==> src/rtl/ram_stream_reader_pkg.sv <==
// Shared types and sizing for the RAM stream reader.
package ram_stream_reader_pkg;

    typedef enum logic [1:0] {
        IDLE  = 2'd0,
        READ  = 2'd1,
        DRAIN = 2'd2
    } state_e;

    localparam int unsigned SKID_DEPTH = 2;
    localparam int unsigned OCC_W      = $clog2(SKID_DEPTH + 1);

endpackage

==> src/rtl/ram_stream_reader_fifo.sv <==
// Two-entry output skid buffer; a push into a full buffer with a pop reuses the popped slot.
module ram_stream_reader_fifo
    import ram_stream_reader_pkg::*;
#(
    parameter int unsigned DATA_WIDTH = 8
) (
    input  logic                  clk,
    input  logic                  reset,
    input  logic                  clear,
    input  logic                  push,
    input  logic [DATA_WIDTH-1:0] pushData,
    input  logic                  pop,
    output logic [DATA_WIDTH-1:0] headData,
    output logic [OCC_W-1:0]      occupancy
);

    logic [DATA_WIDTH-1:0] mem_q [SKID_DEPTH];
    logic                  wr_ptr_q;
    logic                  rd_ptr_q;
    logic [OCC_W-1:0]      count_q;

    always_ff @(posedge clk) begin
        if (reset || clear) begin
            mem_q[0] <= '0;
            mem_q[1] <= '0;
            wr_ptr_q <= 1'b0;
            rd_ptr_q <= 1'b0;
            count_q  <= '0;
        end else begin
            if (push) begin
                mem_q[wr_ptr_q] <= pushData;
                wr_ptr_q        <= ~wr_ptr_q;
            end
            if (pop) begin
                rd_ptr_q <= ~rd_ptr_q;
            end
            count_q <= count_q + OCC_W'(push) - OCC_W'(pop);
        end
    end

    assign headData  = mem_q[rd_ptr_q];
    assign occupancy = count_q;

endmodule

==> src/rtl/ram_stream_reader.sv <==
// Walks a RAM address range and streams the words out with valid/ready backpressure.
// Optional RAM_STREAM_READER_ABORT_EN adds an abort input that cancels a transfer.
module ram_stream_reader
    import ram_stream_reader_pkg::*;
#(
    parameter int unsigned DATA_WIDTH = 8,
    parameter int unsigned ADDR_WIDTH = 6
) (
    input  logic                  clk,
    input  logic                  reset,
    input  logic                  start,
    input  logic [ADDR_WIDTH-1:0] baseAddr,
    input  logic [ADDR_WIDTH:0]   length,
`ifdef RAM_STREAM_READER_ABORT_EN
    input  logic                  abort,
`endif
    output logic [ADDR_WIDTH-1:0] read_addr,
    input  logic [DATA_WIDTH-1:0] q,
    output logic [DATA_WIDTH-1:0] outData,
    output logic                  outValid,
    input  logic                  outReady,
    output logic                  busy,
    output logic                  done
);

    localparam int unsigned CNT_W  = ADDR_WIDTH + 1;
    localparam int unsigned LOAD_W = OCC_W + 1;

    state_e                state_q;
    logic [ADDR_WIDTH-1:0] read_addr_q;
    logic [CNT_W-1:0]      remaining_q;
    logic                  inflight_q;
    logic                  busy_q;
    logic                  done_q;

    logic [OCC_W-1:0]      occupancy;
    logic [LOAD_W-1:0]     load_c;
    logic                  pop_c;
    logic                  issue_c;
    logic                  abort_c;

`ifdef RAM_STREAM_READER_ABORT_EN
    assign abort_c = abort && (state_q != IDLE);
`else
    assign abort_c = 1'b0;
`endif

    // Words that will occupy the buffer once everything in flight has landed.
    assign pop_c   = outValid && outReady;
    assign load_c  = LOAD_W'(occupancy) + LOAD_W'(inflight_q) - LOAD_W'(pop_c);
    assign issue_c = (state_q == READ) && (remaining_q != '0) && !abort_c
                     && (load_c < LOAD_W'(SKID_DEPTH));

    always_ff @(posedge clk) begin
        if (reset) begin
            state_q     <= IDLE;
            read_addr_q <= '0;
            remaining_q <= '0;
            inflight_q  <= 1'b0;
            busy_q      <= 1'b0;
            done_q      <= 1'b0;
        end else begin
            done_q     <= 1'b0;
            inflight_q <= issue_c;
            if (issue_c) begin
                read_addr_q <= read_addr_q + ADDR_WIDTH'(1);
                remaining_q <= remaining_q - CNT_W'(1);
            end
            case (state_q)
                IDLE: begin
                    if (start) begin
                        if (length == '0) begin
                            done_q <= 1'b1;
                        end else begin
                            state_q     <= READ;
                            busy_q      <= 1'b1;
                            read_addr_q <= baseAddr;
                            remaining_q <= length;
                        end
                    end
                end
                READ: begin
                    if (issue_c && (remaining_q == CNT_W'(1))) begin
                        state_q <= DRAIN;
                    end
                end
                DRAIN: begin
                    // Last word is the only one left and it is leaving now.
                    if (!inflight_q && (occupancy == OCC_W'(1)) && pop_c) begin
                        state_q <= IDLE;
                        busy_q  <= 1'b0;
                        done_q  <= 1'b1;
                    end
                end
                default: state_q <= IDLE;
            endcase
            if (abort_c) begin
                state_q    <= IDLE;
                busy_q     <= 1'b0;
                inflight_q <= 1'b0;
            end
        end
    end

    ram_stream_reader_fifo #(
        .DATA_WIDTH (DATA_WIDTH)
    ) u_fifo (
        .clk       (clk),
        .reset     (reset),
        .clear     (abort_c),
        .push      (inflight_q && !abort_c),
        .pushData  (q),
        .pop       (pop_c),
        .headData  (outData),
        .occupancy (occupancy)
    );

    assign outValid  = (occupancy != '0);
    assign read_addr = read_addr_q;
    assign busy      = busy_q;
    assign done      = done_q;

endmodule

==> config.mk <==
export PLATFORM = sky130hd
export DESIGN_NAME = ram_stream_reader
export DESIGN_NICKNAME = d
export VERILOG_FILES = /design/src/rtl/ram_stream_reader_pkg.sv /design/src/rtl/ram_stream_reader_fifo.sv /design/src/rtl/ram_stream_reader.sv
export SDC_FILE = /design/constraint.sdc
export NUM_CORES = 1
export LEC_CHECK = 0
export CAP_MARGIN = 20
export CELL_PAD_IN_SITES_DETAIL_PLACEMENT = 1
export CELL_PAD_IN_SITES_GLOBAL_PLACEMENT = 1
export CORE_MARGIN = 8
export CORE_UTILIZATION = 43
export DETAILED_ROUTE_END_ITERATION = 6
export DONT_BUFFER_PORTS = 1
export PLACE_DENSITY_LB_ADDON = 0.25
export SLEW_MARGIN = 5
export SYNTH_ARGS = -nofsm -noshare
export SYNTH_HDL_FRONTEND = slang
export SYNTH_SLANG_ARGS = --single-unit
==> constraint.sdc <==
create_clock -name clk -period 2.9 [get_ports clk]
set_input_delay 0.435 -clock clk [delete_from_list [all_inputs] [get_ports clk]]
set_output_delay 0.435 -clock clk [all_outputs]
set_load 0.02 [all_outputs]
==> run summary <==
CLOCK NETWORK
---------------------------------------------------------------------------------
Root buffer selected by CTS                                          sky130_fd_sc_hd__clkbuf_8
Clock tree from TritonCTS                                                   built
Clock-pin slew on the worst setup and hold paths                          0.08 ns
Maximum clock path buffer count                                                 2
# clock sinks                                                                  39
Hold-fix buffers at CTS                                                         0
Number of buffers added by the clock tree synthesis step                        5
Deepest level of the CTS H-tree                                                 2
Clock network latency to the later pin of the worst-skew pair             0.29 ns

CRITICAL PATH
---------------------------------------------------------------------------------
Number of buffer and inverter instances along the worst setup path              2
Crit Path Class                                                      flip-flop to flip-flop
Worst Setup Start Kind                                                  flip-flop
Master of the slowest instance on the critical path                  sky130_fd_sc_hd__fa_2
Worst endpoint data arrival time                                          2.98 ns
Crit Path Max Fanout                                                            5
Worst stage delay on the critical path                                    0.53 ns
Largest delay contributor family on the critical path                simple AND/OR/NAND/NOR gates
CP Data Required Time                                                     3.08 ns
Crit path capture type                                                  flip-flop
Cell-by-cell listing of the critical path                            or2_4 -> and2_1 -> ha_1 -> inv_1 -> ha_1 -> inv_1 -> fa_2 -> and3_4 -> nand2_1 -> or3_1 -> a32o_1

PLACEMENT
---------------------------------------------------------------------------------
Post-DP HPWL                                                              3.33 mm
Gp weighted congestion                                                      0.805
Total of buffers placed on input and output ports                               0

GLOBAL ROUTE
---------------------------------------------------------------------------------
Vias in the first global route                                               1450
GR Util All Layers                                                          13.4%
Pin count of the biggest net entering global routing                           24
First-pass GRT wire length                                                7.02 mm
GR Overflow Total                                                               0
Initial antenna violation count                                                 0

FLOORPLAN
---------------------------------------------------------------------------------
Vertical die dimension                                                    82.3 µm
Die ar.                                                                  6770 µm²
Area of the core region                                                  4290 µm²
I/O pin total                                                                  42
X dimension of the die                                                    82.3 µm
Number of placement rows                                                       24
Starting utilization of the core area                                       44.0%

YOSYS
---------------------------------------------------------------------------------
Count of distinct cell types in the synthesized netlist                        42
Seq cells post-synth                                                           39
Synth top area cells                                                 sky130_fd_sc_hd__edfxtp_1 25%, sky130_fd_sc_hd__dfxtp_1 24%, sky130_fd_sc_hd__and2_1 5.6%
Prevailing post-synth register cell                                  sky130_fd_sc_hd__dfxtp_1
Average instance area after synthesis                                    10.7 µm²
Synthesized area                                                         1890 µm²
Sequential area share after synthesis                                       49.8%
Mapped Nets                                                                   208
Count of flip-flops with a built-in enable after synthesis                     16
Synth warn                                                                      0
Share of synthesized flip-flops with an asynchronous set or reset              0%
Fraction of synthesized cell area taken by the top area cell type           25.4%
Post-Synthesis Cells                                                          177
Top cell type by total area after synthesis                          sky130_fd_sc_hd__edfxtp_1

STA
---------------------------------------------------------------------------------
Final critical-path share of the clock period                               96.4%
Clock skew                                                             0.00424 ns
Worst-margin pin slew                                                    0.800 ns
Worst slew margin relative to its limit                                     46.5%
Final setup TNS                                                              0 ns
Final critical delay including setup and external delays                  2.79 ns
Timing-limited maximum frequency                                          358 MHz
Setup repair after global routing missed its margin                         false
Final number of hold-violating endpoints                                        0
Number of setup violations in the final report                                  0
Final slew viol count                                                           0

POWER AND IR DROP
---------------------------------------------------------------------------------
Peak supply drop                                                         0.257 mV
Power Total                                                               1.79 mW
Cell Pwr Density                                                       856 nW/µm²
Cell leakage power                                                       0.797 nW

LAYOUT
---------------------------------------------------------------------------------
Nets                                                                          215
Most common library cell in the layout ignoring fill and taps        sky130_fd_sc_hd__dfxtp_1
Relative area change from synthesis to final layout                         10.5%
Layout cells sized above 1                                                  18.9%
N_diodes                                                                        0
Commonest cells after routing, fill and taps aside                   23 x sky130_fd_sc_hd__dfxtp_1, 17 x sky130_fd_sc_hd__and2_1, 16 x sky130_fd_sc_hd__nor2_1, 16 x sky130_fd_sc_hd__edfxtp_1, 12 x sky130_fd_sc_hd__nand2_1
Final design utilization                                                    48.6%

ROUTE
---------------------------------------------------------------------------------
DRT antenna net count                                                           0
Drt wl/cell                                                               18.2 µm
Number of optimization iterations in the first detailed-route pass              4
Total wire length                                                         4.32 mm
DR DRC count                                                                    0
Routed via count                                                             1309
Detailed Route Iter0 Violations                                                35
Post-detailed-route via-to-cell ratio                                        5.52

OUTCOME
---------------------------------------------------------------------------------
Status                                                               finished clean

HOLD PATH
---------------------------------------------------------------------------------
Hold crit path type                                                  input pin to flip-flop

RUN
---------------------------------------------------------------------------------
Max Cap Viol                                                                    0

layout make-up:
type / instances / area [µm²]
clock buffer: 5 / 68.8
timing repair buffer: 6 / 45.0
tap: 52 / 65.1
multi-input combinational: 126 / 901
fill: 469 / 2210
inverter: 6 / 22.5
clock inverter: 3 / 43.8
sequential: 39 / 941
logic make-up after synthesis:
logic type	after synthesis	share of synthesized area [%]
flops	39	49.8
xor+xnor	10	4.64
compound gates	19	7.35
mux	10	5.83
simple gates	81	24.3
fa+ha+maj	6	4.37
buf+inv	12	3.71
stage by stage:
stage | instances | hold slack, ns | instance area, µm² | worst slack [ns]
final | 237 | 0.202 | 2090 | 0.105
after global routing | 237 | 0.187 | 2090 | 0.0121
after CTS | 236 | 0.187 | 2060 | 0.00636
after detailed placement | 228 | 0.505 | 1950 | 0.0332
after global placement | 228 | 0.502 | 1950 | 0.174
after floorplan | 177 | 0.481 | 1890 | 0.0594
timing repair:
| action | in CTS | in global routing |
|---|---|---|
| setup buffers | 0 | 1 |
| resized for setup | 0 | 5 |
| endpoints found under the setup margin | 0 | 9 |
report_power, final:
group	switching, mW	total, mW	leakage (nW)	internal, mW
registers	0.0918	0.751	0.355	0.659
logic	0.310	0.583	0.384	0.273
clock network	0.197	0.453	0.0581	0.256
total	0.599	1.79	0.797	1.19
worst reg2reg max path, stage by stage, from the launching register on:
cell and delay (ns):
sky130_fd_sc_hd__dfxtp_1 0.32, sky130_fd_sc_hd__or2_4 0.24, sky130_fd_sc_hd__and2_1 0.18, sky130_fd_sc_hd__ha_1 0.28, sky130_fd_sc_hd__inv_1 0.06, sky130_fd_sc_hd__ha_1 0.12, sky130_fd_sc_hd__inv_1 0.05, sky130_fd_sc_hd__fa_2 0.53
sky130_fd_sc_hd__and3_4 0.21, sky130_fd_sc_hd__nand2_1 0.09, sky130_fd_sc_hd__or3_1 0.32, sky130_fd_sc_hd__a32o_1 0.28
flip-flops by register name, summed over array words and instances, names as in the netlist, named ones only:
signal,count
u_fifo.rd_ptr_q,1
remaining_q,7
state_q,2
read_addr,6
busy,1
inflight_q,1
u_fifo.wr_ptr_q,1
done,1
u_fifo.mem_q,16
u_fifo.occupancy,2
Yosys cell counts (4+ instances only):
cell type	number
sky130_fd_sc_hd__a21oi_1	4
sky130_fd_sc_hd__o21ai_0	5
sky130_fd_sc_hd__nand2_1	12
sky130_fd_sc_hd__inv_1	6
sky130_fd_sc_hd__ha_1	5
sky130_fd_sc_hd__dfxtp_1	23
sky130_fd_sc_hd__and2_1	17
sky130_fd_sc_hd__xor2_1	5
sky130_fd_sc_hd__nor2_1	16
sky130_fd_sc_hd__xnor2_1	5
sky130_fd_sc_hd__nand3_1	8
sky130_fd_sc_hd__edfxtp_1	16
sky130_fd_sc_hd__mux2_2	8
worst paths after layout:
check                           slack (ns)  cells past startpoint                        end                      startpoint
worst min-delay path                  0.20                      1            done$_SDFF_PP0_                           reset
worst max-delay path                  0.11                     11  remaining_q[6]$_SDFF_PP0_  u_fifo.occupancy[0]$_SDFF_PP0_
worst min register to register        0.54                      2                  flip-flop    u_fifo.rd_ptr_q$_SDFFE_PP0P_
worst max register to register        0.11                     11  remaining_q[6]$_SDFF_PP0_  u_fifo.occupancy[0]$_SDFF_PP0_
layer usage:
metal	track usage, %	vias to the layer above	routed length (µm)
li1	-	632	-
met1	14.0	641	1630
met2	23.9	31	2290
met3	5.63	5	348
met4	4.21	0	59
met5	0	-	0
Power figures use the tool's default switching activity.
==> patch, RTL diff (same flow settings) <==
`DATA_WIDTH` is set to 8 in 2 places; all go to 9.
--- a/src/rtl/ram_stream_reader_fifo.sv
+++ b/src/rtl/ram_stream_reader_fifo.sv
@@ -3,5 +3,5 @@
     import ram_stream_reader_pkg::*;
 #(
-    parameter int unsigned DATA_WIDTH = 8
+    parameter int unsigned DATA_WIDTH = 9
 ) (
     input  logic                  clk,
--- a/src/rtl/ram_stream_reader.sv
+++ b/src/rtl/ram_stream_reader.sv
@@ -4,5 +4,5 @@
     import ram_stream_reader_pkg::*;
 #(
-    parameter int unsigned DATA_WIDTH = 8,
+    parameter int unsigned DATA_WIDTH = 9,
     parameter int unsigned ADDR_WIDTH = 6
 ) (
Interface: changed (resized outData and q); port bits go from 42 to 44. No check against the original RTL was run, so the function may have changed too.
==> patch against the original RTL <==
  * Sequential cell count grew 2
  * Worst setup slack gained 7.6 ps
  * Clock skew rose by 4.1 ps
  * Synthesized area rose by 11%
  * Combinational power up 37%
  * Power increased by 20%
  * Final area rose by 15%
  * Non-clock buffer count grew 4
  * Wire length is 14% higher
  * Critical path depth is the same
  * Critical path type unchanged
  * Largest cell class is now multi-input gates
==> patch: results (changes against the original RTL) <==
| Metric | Value |
|---|---|
| Status | `finished clean` |
| Worst slew pin tran | `557.5 ps (-242.8 ps)` |
| Clk cell area share | `0.05579 (+0.001830)` |
| Root Buffer | `clkbuf_8` |
| Met1 wire length | `1.965 mm (+21%)` |
| Multi-input comb cells | `138 (+9.5%)` |
| Critical path data arrival time | `3010 ps (+30 ps)` |
| Max reg flops | `18 (+2)` |
| Mapped Nets | `227 (+9.1%)` |
| Gr usage total | `0.1335 (-0.001010)` |
| Pin count of the biggest net entering global routing | `21 (-13%)` |
| Sequential cell area share | `0.4176 (-0.03322)` |
| Reg area | `0.001002 mm2 (+6.5%)` |
| VDD IR-drop max | `0.0003696 V (+44%)` |
| DRC marker count from the first detailed-route iteration | `61 (+74%)` |
| Maximum clock rate | `358.8 MHz (+0.27%)` |
| Pwr/cell area | `895.9 mW/mm2 (+4.6%)` |
| Non-filler cells, final | `272 (+15%)` |
| Met2 WL | `2.520 mm (+10%)` |
| Vias in the first global route | `1569 (+8.2%)` |
| Met3 wire len | `353 um (+1.4%)` |
| Fraction of area in multi-input gates | `0.4479 (+0.01621)` |
| Post-synthesis sequential area ratio | `0.4762 (-0.02182)` |
| First-pass GRT wire length | `7.721 mm (+9.9%)` |
| EDFF count, synth | `18 (+2)` |
| Data buffer area share | `0.03128 (+0.009700)` |
| P_leak | `0.8779 nW (+10%)` |
| Worst Hold Margin | `198.9 ps (-3.302 ps)` |
| Final net count | `236 (+9.8%)` |
| P_int | `1.402 mW (+18%)` |
| Fillers | `530 (+13%)` |
| RR Endpoint | `read_addr[2]` |
| Crit path max fanout | `6 (+1)` |
| Via count | `1527 (+17%)` |
| Placed cell count | `258 (+13%)` |
| Invs w/o clock | `8 (+2)` |
| Routed WL per cell | `18.06 um (-0.95%)` |
| Comb power | `0.799 mW (+37%)` |
| M2 GR Usage | `0.2323 (-0.006511)` |
| Proportion of layout cells with a drive suffix above 1 | `0.2439 (+0.05471)` |
| Post-synth cell types | `49 (+17%)` |
| Hold EP | `u_fifo.occupancy[0]` |
| Signal buffers | `10 (+4)` |
| Area contributors post-synth | `edfxtp_1, dfxtp_1, and2_1, mux2_2, a31oi_2` |
| Routability Congestion | `0.7379 (-8.4%)` |
| Placed Area | `0.002177 mm2 (+12%)` |
| Post-DP HPWL | `3.635 mm (+9.3%)` |
| Post-CTS sizing | `1 (+1)` |
| M3 GR Usage | `0.04585 (-0.01043)` |
| Worst Skew | `8.364 ps (+4.122 ps)` |
| Clk power | `0.547 mW (+21%)` |
| Mean Syn Cell Area | `10.78 um2 (+0.99%)` |
==> patch: cell count changes after synthesis, moves of 3 or more <==
| cell | change |
|---|---|
| o21ai_1 | +7 |
| nor2_1 | -6 |
| a31oi_2 | +5 |
| clkbuf_1 | +3 |
| nand3_1 | -3 |
| o2111ai_1 | +3 |
| or3_1 | +3 |
| xor2_1 | -3 |
==> patch: critical path: stages, from the launching register on <==
cell      delay, ps
dfxtp_2         330
or2_4           240
and2_4          160
ha_1            270
inv_1            60
ha_1            130
inv_1            50
fa_2            560
and3b_2         270
o211ai_4        110
or3_1           350
a31oi_2         170
==> patch: cell families after synthesis <==
| group | count (synthesis) | share of synthesized area |
|---|---|---|
| DFF | 41 | 0.4762 |
| and+or+nand+nor | 80 | 0.2292 |
| xor gates and xnor gates | 8 | 0.03333 |
| AOI/OAI and AO/OA | 34 | 0.1327 |
| adders and majority gates | 6 | 0.03929 |
| muxes | 9 | 0.04822 |
| buffers and inverters | 17 | 0.04107 |
